## src/rtl/divide_seq_if.sv

```systemverilog
// Request/result bundle for the sequential divider.
// Handshake: the master raises start with stable operands; the divider takes them
// on the first rising edge it is idle (busy=0). out_valid pulses for one cycle with the result.
interface divide_seq_if #(
  parameter int WIDTH = 4
) ();
  logic             start;
  logic [WIDTH-1:0] dividend;
  logic [WIDTH-1:0] divisor;
  logic [WIDTH-1:0] quotient;
  logic [WIDTH-1:0] remainder;
  logic             busy;
  logic             out_valid;
  logic             div_by_zero;

  modport master (
    output start, dividend, divisor,
    input  quotient, remainder, busy, out_valid, div_by_zero
  );

  modport slave (
    input  start, dividend, divisor,
    output quotient, remainder, busy, out_valid, div_by_zero
  );
endinterface

```

## src/rtl/divide_seq.sv

```systemverilog
// Restoring unsigned divider producing one quotient bit per clock, MSB first.
// A zero divisor skips the iterations and reports all-ones quotient with the dividend as remainder.
module divide_seq #(
  parameter int WIDTH = 4
) (
  input  logic        clk,
  input  logic        rst_n,
  divide_seq_if.slave bus,
  output logic [1:0]  dbg_state
);

  localparam int CNT_W = (WIDTH > 2) ? $clog2(WIDTH) : 1;
  localparam logic [CNT_W-1:0] LAST_ITER = CNT_W'(WIDTH - 1);

  typedef enum logic [1:0] {
    IDLE = 2'd0,
    CALC = 2'd1,
    DONE = 2'd2
  } state_t;

  state_t           state_q, state_d;
  // dvd_q shifts dividend bits out of the top while quotient bits enter at the bottom.
  logic [WIDTH-1:0] dvd_q, dvd_d;
  logic [WIDTH-1:0] dvs_q, dvs_d;
  logic [WIDTH:0]   rem_q, rem_d;
  logic [CNT_W-1:0] cnt_q, cnt_d;
  logic [WIDTH-1:0] quotient_q, quotient_d;
  logic [WIDTH-1:0] remainder_q, remainder_d;
  logic             busy_q, busy_d;
  logic             out_valid_q, out_valid_d;
  logic             dbz_q, dbz_d;

  logic [WIDTH:0]   trial;
  logic             ge;
  logic [WIDTH:0]   rem_next;
  logic [WIDTH-1:0] quo_next;

  always_comb begin
    trial    = {rem_q[WIDTH-1:0], dvd_q[WIDTH-1]};
    // A set top bit would mean the shifted value already exceeds any WIDTH-bit divisor.
    ge       = rem_q[WIDTH] | (trial >= {1'b0, dvs_q});
    rem_next = ge ? (trial - {1'b0, dvs_q}) : trial;
    quo_next = {dvd_q[WIDTH-2:0], ge};

    state_d     = state_q;
    dvd_d       = dvd_q;
    dvs_d       = dvs_q;
    rem_d       = rem_q;
    cnt_d       = cnt_q;
    quotient_d  = quotient_q;
    remainder_d = remainder_q;
    busy_d      = busy_q;
    out_valid_d = 1'b0;
    dbz_d       = dbz_q;

    case (state_q)
      IDLE: begin
        busy_d = 1'b0;
        if (bus.start) begin
          dvd_d  = bus.dividend;
          dvs_d  = bus.divisor;
          rem_d  = '0;
          cnt_d  = '0;
          busy_d = 1'b1;
          if (bus.divisor == '0) begin
            state_d     = DONE;
            quotient_d  = '1;
            remainder_d = bus.dividend;
            dbz_d       = 1'b1;
            out_valid_d = 1'b1;
          end else begin
            state_d = CALC;
          end
        end
      end
      CALC: begin
        rem_d = rem_next;
        dvd_d = quo_next;
        cnt_d = cnt_q + CNT_W'(1);
        if (cnt_q == LAST_ITER) begin
          state_d     = DONE;
          quotient_d  = quo_next;
          remainder_d = rem_next[WIDTH-1:0];
          dbz_d       = 1'b0;
          out_valid_d = 1'b1;
        end
      end
      DONE: begin
        state_d = IDLE;
        busy_d  = 1'b0;
      end
      default: begin
        state_d = IDLE;
        busy_d  = 1'b0;
      end
    endcase
  end

  always_ff @(posedge clk or negedge rst_n) begin
    if (!rst_n) begin
      state_q     <= IDLE;
      dvd_q       <= '0;
      dvs_q       <= '0;
      rem_q       <= '0;
      cnt_q       <= '0;
      quotient_q  <= '0;
      remainder_q <= '0;
      busy_q      <= 1'b0;
      out_valid_q <= 1'b0;
      dbz_q       <= 1'b0;
    end else begin
      state_q     <= state_d;
      dvd_q       <= dvd_d;
      dvs_q       <= dvs_d;
      rem_q       <= rem_d;
      cnt_q       <= cnt_d;
      quotient_q  <= quotient_d;
      remainder_q <= remainder_d;
      busy_q      <= busy_d;
      out_valid_q <= out_valid_d;
      dbz_q       <= dbz_d;
    end
  end

  assign bus.quotient    = quotient_q;
  assign bus.remainder   = remainder_q;
  assign bus.busy        = busy_q;
  assign bus.out_valid   = out_valid_q;
  assign bus.div_by_zero = dbz_q;
  assign dbg_state       = state_q;

endmodule

```

## src/flat_wrapper.sv

```systemverilog
// flat-port wrapper written by rule: the top's interface ports become plain ports
module divide_seq_flat 
#(
  parameter int WIDTH = 4
)
  (clk, rst_n, dbg_state, bus_start, bus_dividend, bus_divisor, bus_quotient, bus_remainder, bus_busy, bus_out_valid, bus_div_by_zero);
  divide_seq_if #(.WIDTH(WIDTH)) bus_i ();
  input  logic clk;
  input  logic rst_n;
  output logic [1:0] dbg_state;
  input wire logic [$bits(bus_i.start)-1:0] bus_start;
  input wire logic [$bits(bus_i.dividend)-1:0] bus_dividend;
  input wire logic [$bits(bus_i.divisor)-1:0] bus_divisor;
  output wire logic [$bits(bus_i.quotient)-1:0] bus_quotient;
  output wire logic [$bits(bus_i.remainder)-1:0] bus_remainder;
  output wire logic [$bits(bus_i.busy)-1:0] bus_busy;
  output wire logic [$bits(bus_i.out_valid)-1:0] bus_out_valid;
  output wire logic [$bits(bus_i.div_by_zero)-1:0] bus_div_by_zero;
  assign bus_i.start = bus_start;
  assign bus_i.dividend = bus_dividend;
  assign bus_i.divisor = bus_divisor;
  assign bus_quotient = bus_i.quotient;
  assign bus_remainder = bus_i.remainder;
  assign bus_busy = bus_i.busy;
  assign bus_out_valid = bus_i.out_valid;
  assign bus_div_by_zero = bus_i.div_by_zero;
  divide_seq #(.WIDTH(WIDTH)) u_core (.clk(clk), .rst_n(rst_n), .bus(bus_i), .dbg_state(dbg_state));
endmodule
```

## config.mk

```make
export PLATFORM = sky130hd
export DESIGN_NAME = divide_seq_flat
export DESIGN_NICKNAME = d
export VERILOG_FILES = /design/src/rtl/divide_seq_if.sv /design/src/rtl/divide_seq.sv /design/src/flat_wrapper.sv
export SDC_FILE = /design/constraint.sdc
export NUM_CORES = 1
export LEC_CHECK = 0
export ABC_AREA = 1
export ABC_CLOCK_PERIOD_IN_PS = 3600
export BUFFER_PORTS_ARGS = -buffer_cell sky130_fd_sc_hd__clkbuf_2
export CAP_MARGIN = 20
export CELL_PAD_IN_SITES_DETAIL_PLACEMENT = 0
export CELL_PAD_IN_SITES_GLOBAL_PLACEMENT = 1
export CORE_UTILIZATION = 44
export DETAILED_ROUTE_END_ITERATION = 10
export GPL_ROUTABILITY_DRIVEN = 0
export HOLD_SLACK_MARGIN = 0.08
export PLACE_DENSITY_LB_ADDON = 0.1
export SYNTH_ARGS = -nofsm -noshare
export SYNTH_HDL_FRONTEND = slang
export SYNTH_SLANG_ARGS = --single-unit
```

## constraint.sdc

```tcl
create_clock -name clk -period 3.6 [get_ports clk]
set_clock_uncertainty 0.2 [all_clocks]
set_input_delay 0.72 -clock clk [delete_from_list [all_inputs] [get_ports clk]]
set_output_delay 0.72 -clock clk [all_outputs]
set_load 0.005 [all_outputs]
```

**Word level (Yosys, flattened, before mapping)**

Index checks and enable logic that the tools add are counted.

- Word-level logic and storage cells: 55
- Memories kept: 0
- Bits in read-only memories: 0
- RAM bits: 0
- Latch bits: 0
- Bits in registers: 28

- Equality and inequality tests: 5
- Reduce and logical (&&, ||, !) cells: 7
- Bitwise gates (word level): 1
- Add/subtract/negate cells: 2
- Multipliers: 0
- Divide/modulo/power cells: 0
- Shifts and indexed selects: 0
- Mux-type cells: 29
- Order comparisons: 1

Operators by type and width:

| operator | count |
|---|---|
| two-way mux 4 bit | 7 |
| one-hot mux 4 bit (2 select lines) | 3 |
| two-way mux 5 bit | 2 |
| one-hot mux 5 bit (2 select lines) | 1 |
| two-way mux 2 bit | 4 |
| one-hot mux 2 bit (2 select lines) | 2 |
| two-way mux 1 bit | 7 |
| one-hot mux 1 bit (2 select lines) | 3 |
| AND reduction 2 bit | 3 |
| >= comparator 5 x 4 -> 1 bit | 1 |
| subtractor 5 x 4 -> 5 bit | 1 |
| logical NOT 4 bit | 1 |
| inequality test 2 x 1 -> 1 bit, second input constant | 2 |
| AND reduction 4 bit | 1 |
| adder 2 x 1 -> 2 bit, second input constant | 1 |
| == test 2 x 1 -> 1 bit, second input constant | 1 |
| == test 2 bit, second input constant | 1 |
| logical NOT 2 bit | 1 |
| inequality test 2 bit, second input constant | 1 |
| nonzero test 2 bit | 1 |
| bitwise OR 1 bit | 1 |

**Logic depth before layout (Yosys ltp)**

- Depth after elaboration: 5
- Depth in mapped cells: 11

**Worst setup path after synthesis**

OpenSTA, ideal clock, no wires.

- Path type: input to register
- From: input bus_divisor[3]
- To: register u_core.remainder_q[2] (netlist: u_core.bus.remainder[2])
- Required time: 3.287 ns
- Library setup time: 0.113 ns
- Buffers on the path: 1
- Cell stages on the path: 9
- Path slack: 1.877 ns
- Data arrival time: 1.410 ns
- Cell sequence: inv_1 > nand4_1 > nand2_1 > nand2_4 > buf_6 > nor2_2 > nand3_1 > nand2_1 > inv_1

- Word-level cells in the longest chain between the ends: 3

RTL lines:

| element | line | source |
|---|---|---|
| start: declaration | flat_wrapper.sv:13 | `input wire logic [$bits(bus_i.divisor)-1:0] bus_divisor;` |
| logical NOT 4 bit | divide_seq.sv:65 | `if (bus.divisor == '0) begin` |
| inequality test 2 x 1 -> 1 bit (no source line) | n/a |  |
| AND reduction 4 bit (no source line) | n/a |  |
| end signal: assignment | divide_seq.sv:118 | `remainder_q <= remainder_d;` |
| end: declaration | divide_seq.sv:28 | `logic [WIDTH-1:0] remainder_q, remainder_d;` |

No other way between the ends.
A chain may end at the register's enable or synchronous reset.

**Worst setup path in the final report**

- From: register u_core.rem_q[1]
- To: register u_core.remainder_q[2] (netlist: u_core.bus.remainder[2])

- Word-level cells in the longest chain between the ends: 5
- Elaborated cells on any way between the ends: 6
- Classes of those cells: add/sub (1); order compare (1); mux (3); bitwise (1)

RTL lines:

| element | line | source |
|---|---|---|
| start: declaration | divide_seq.sv:25 | `logic [WIDTH:0] rem_q, rem_d;` |
| start signal: assignment | divide_seq.sv:115 | `rem_q <= rem_d;` |
| >= comparator 5 x 4 -> 1 bit | divide_seq.sv:41 | `ge = rem_q[WIDTH] \| (trial >= {1'b0, dvs_q});` |
| bitwise OR 1 bit | divide_seq.sv:41 |  |
| two-way mux 5 bit (*) | divide_seq.sv:42 | `rem_next = ge ? (trial - {1'b0, dvs_q}) : trial;` |
| two-way mux 4 bit (*) | divide_seq.sv:80 | `if (cnt_q == LAST_ITER) begin` |
| one-hot mux 4 bit (2 select lines) (*) | divide_seq.sv:56 | `case (state_q)` |

Mark *: on every way between the ends. The rest lies on a longest branch, timed or not. The select of a mux whose other input is x is not followed.

==> impl_metrics.json <==
{
  "grt_pass1_wl_mm": 4.59,
  "cp_slowest_cell": "dfrtp_1",
  "drt_iter0_markers": 46,
  "via_per_inst": 4.85,
  "cp-start-kind": "register",
  "cts.path.max_buffers": 2,
  "final-instance-count-excl-fill": 243,
  "die_area_mm2": 0.00356,
  "path_cells": "ha_1, a21oi_1, nand2_1, nand2_2, nand2_4, nand3_1, nand3_1, nand2_1, inv_1",
  "crit_start": "u_core.rem_q[1]",
  "place_hpwl_mm": 2.02,
  "slew_headroom_pct": 53.9,
  "drive_gt1_share_pct": 19.6,
  "fin_setup_tns_ps": 0,
  "fin_util_pct": 53.6,
  "hp-class": "input pin to async pin",
  "ys.flop_type": "dfrtp_1",
  "syn_avg_cell_area_um2": 8.32,
  "syn_inst": 176,
  "antenna_found_initial": 0,
  "die_w_um": 59.7,
  "pwr-share-clk_pct": 12.2,
  "timing.final.crit_share_pct": 54.2,
  "synth_enable_flop_cells": 0,
  "drc": 0,
  "yosysWarnings": 0,
  "synth-seq-cells": 28,
  "cts_tree": "done",
  "cts_setup_buffers": 0,
  "cts.htree.levels": 1,
  "ant_nets": 0,
  "rsz0062_at_grt": "no",
  "switching_share_pct": 44.9,
  "powerDensity_mw_per_mm2": 1040,
  "routedWlPerCell_um": 11.1,
  "clock_latency_ps": 340,
  "cts.sinks": 28,
  "syn_nets": 193,
  "worst_path_largest_cell_delay_ps": 440,
  "setup_viol": 0,
  "post-place-cells": 239,
  "antennaDiodeCount": 0,
  "first_global_vias": 1066,
  "nNetsFinal": 217,
  "async_flop_share_pct": 100,
  "die_h_um": 59.7,
  "wl_mm": 2.71,
  "ios": 24,
  "p_leak_nw": 0.912,
  "ir_drop_v": 0.000429,
  "tightest_slew_ps": 691,
  "cts_root_buffer": "clkbuf_4",
  "status": "completed",
  "ys_seq_area_share_pct": 47.8,
  "drv_slew": 0,
  "grt_usage_pct": 17.2,
  "period_needed_ps": 1950,
  "worst_ep_required_time_ps": 3650,
  "fmax_ghz": 0.513,
  "max-cap-violations": 0,
  "seq_power_share_pct": 32.8,
  "overflow": 0,
  "ys_types": 25,
  "numCtsBuffers": 3,
  "hold_viol_final": 0,
  "clkTransAtPathRegs_ps": 160,
  "area_growth_pct": 13.5,
  "combPwrFrac_pct": 55.0,
  "intPower_uw": 950,
  "p_switching_uw": 774,
  "cts_resized": 0,
  "vias": 1178,
  "portBuffers": 23,
  "critPathKind": "register to register",
  "postCtsHoldBufs": 0,
  "critical_path_arrival_ps": 2000,
  "grt_max_degree": 29,
  "reg2reg_from": "u_core.rem_q[1]",
  "fp-row-count": 20,
  "dr.pass1.iters": 4,
  "cp-end-kind": "register",
  "core_area_mm2": 0.00310,
  "synth_area_mm2": 0.00147,
  "start_util_pct": 47.2,
  "critPathMaxFanout": 6
}
-- final cells by class --
type | count | area, µm²
clock buffer | 3 | 22.5
clock inverter | 1 | 30.0
fill | 312 | 1440
inverter | 31 | 119
multi-input combinational | 113 | 621
sequential | 28 | 701
tap | 44 | 55.1
timing repair buffer | 23 | 115
-- sequential cells by signal (all words and copies together) (netlist names) --
name and count:
u_core.bus.quotient 4, u_core.bus.busy 1, u_core.bus.div_by_zero 1, u_core.rem_q 5, u_core.bus.out_valid 1, u_core.bus.remainder 4, u_core.cnt_q 2, u_core.dbg_state 2
u_core.dvd_q 4, u_core.dvs_q 4
-- power groups by stage --
stage                     Sequential, mW  Combinational (mW)  Clock (mW)
after floorplan                    0.563               0.737           0
after global placement             0.571               0.945           0
after detailed placement           0.576               0.950           0
after CTS                          0.568               0.957       0.215
after global routing               0.586                1.10       0.223
final                              0.566               0.948       0.210
-- stage by stage --
step	instance area, µm²	setup slack [ps]	hold slack (ps)	power (mW)
after global routing	1660	1500	240	1.91
after floorplan	1470	1880	224	1.30
after global placement	1610	1580	257	1.52
after CTS	1660	1670	209	1.74
after detailed placement	1610	1570	263	1.53
final	1660	1650	191	1.72
-- layer usage --
layer  vias to the layer above  part of all wire, %  global-route usage [%]
met5                         -                    0                       0
met4                         0                  1.3                    5.32
met3                         4                  4.0                    2.60
met2                        34                   45                    27.9
met1                       531                   50                    23.8
li1                        609                    -                       -
-- critical path: cells and delay by family (launching register included) --
family,cells,cell delay [ps]
AND/OR/NAND/NOR,6,580
flip-flops,1,440
adder cells (fa/ha/maj),1,390
AO/OA/AOI/OAI,1,210
buffers and inverters,1,30
-- layout by cell type (no fill, tap or decap), drive strengths merged --
cell    instances
nand4           9
nand2          45
dfrtp          28
clkbuf         26
a22o            1
fa              1
a21oi           2
nand3          14
ha              5
inv            31
xnor2           1
o21a            2
nand3b          1
o211ai          2
or2             4
o21ai          14
nor2           12
bufinv          1
-- Yosys cell counts (2+ instances only) --
master | count | area [µm²]
o21ai_0 | 14 | 70.1
inv_2 | 2 | 7.51
nand2_2 | 4 | 25.0
ha_1 | 5 | 62.6
o21a_1 | 2 | 15.0
nor2_1 | 9 | 33.8
nand2_4 | 2 | 22.5
or2_1 | 4 | 25.0
o211ai_1 | 2 | 15.0
nor2_2 | 2 | 12.5
buf_2 | 2 | 10.0
nand3_1 | 14 | 70.1
dfrtp_1 | 28 | 701
a21oi_1 | 2 | 10.0
nand4_1 | 9 | 56.3
inv_1 | 28 | 105
nand2_1 | 39 | 146
-- cell families (layout without fill, tap and decap cells) --
family	after synthesis	count (layout)	synth area share [%]
buf+inv	35	58	9.82
compound gates	21	21	8.11
flops	28	28	47.8
xor+xnor	1	1	0.598
fa+ha+maj	6	6	5.64
simple gates	85	85	28.0
-- worst paths after layout --
check / to / slack [ps] / cells after the start
hold reg to reg: u_core.bus.busy / 290 / 2
min in group clk: u_core.bus.busy / 290 / 2
max in group asynchronous: u_core.dvd_q[3] / 2570 / 1
setup / recovery: u_core.bus.remainder[2] / 1650 / 9
hold / removal: u_core.bus.out_valid / 190 / 1
setup reg to reg: u_core.bus.remainder[2] / 1650 / 9
Power figures use the tool's default switching activity.
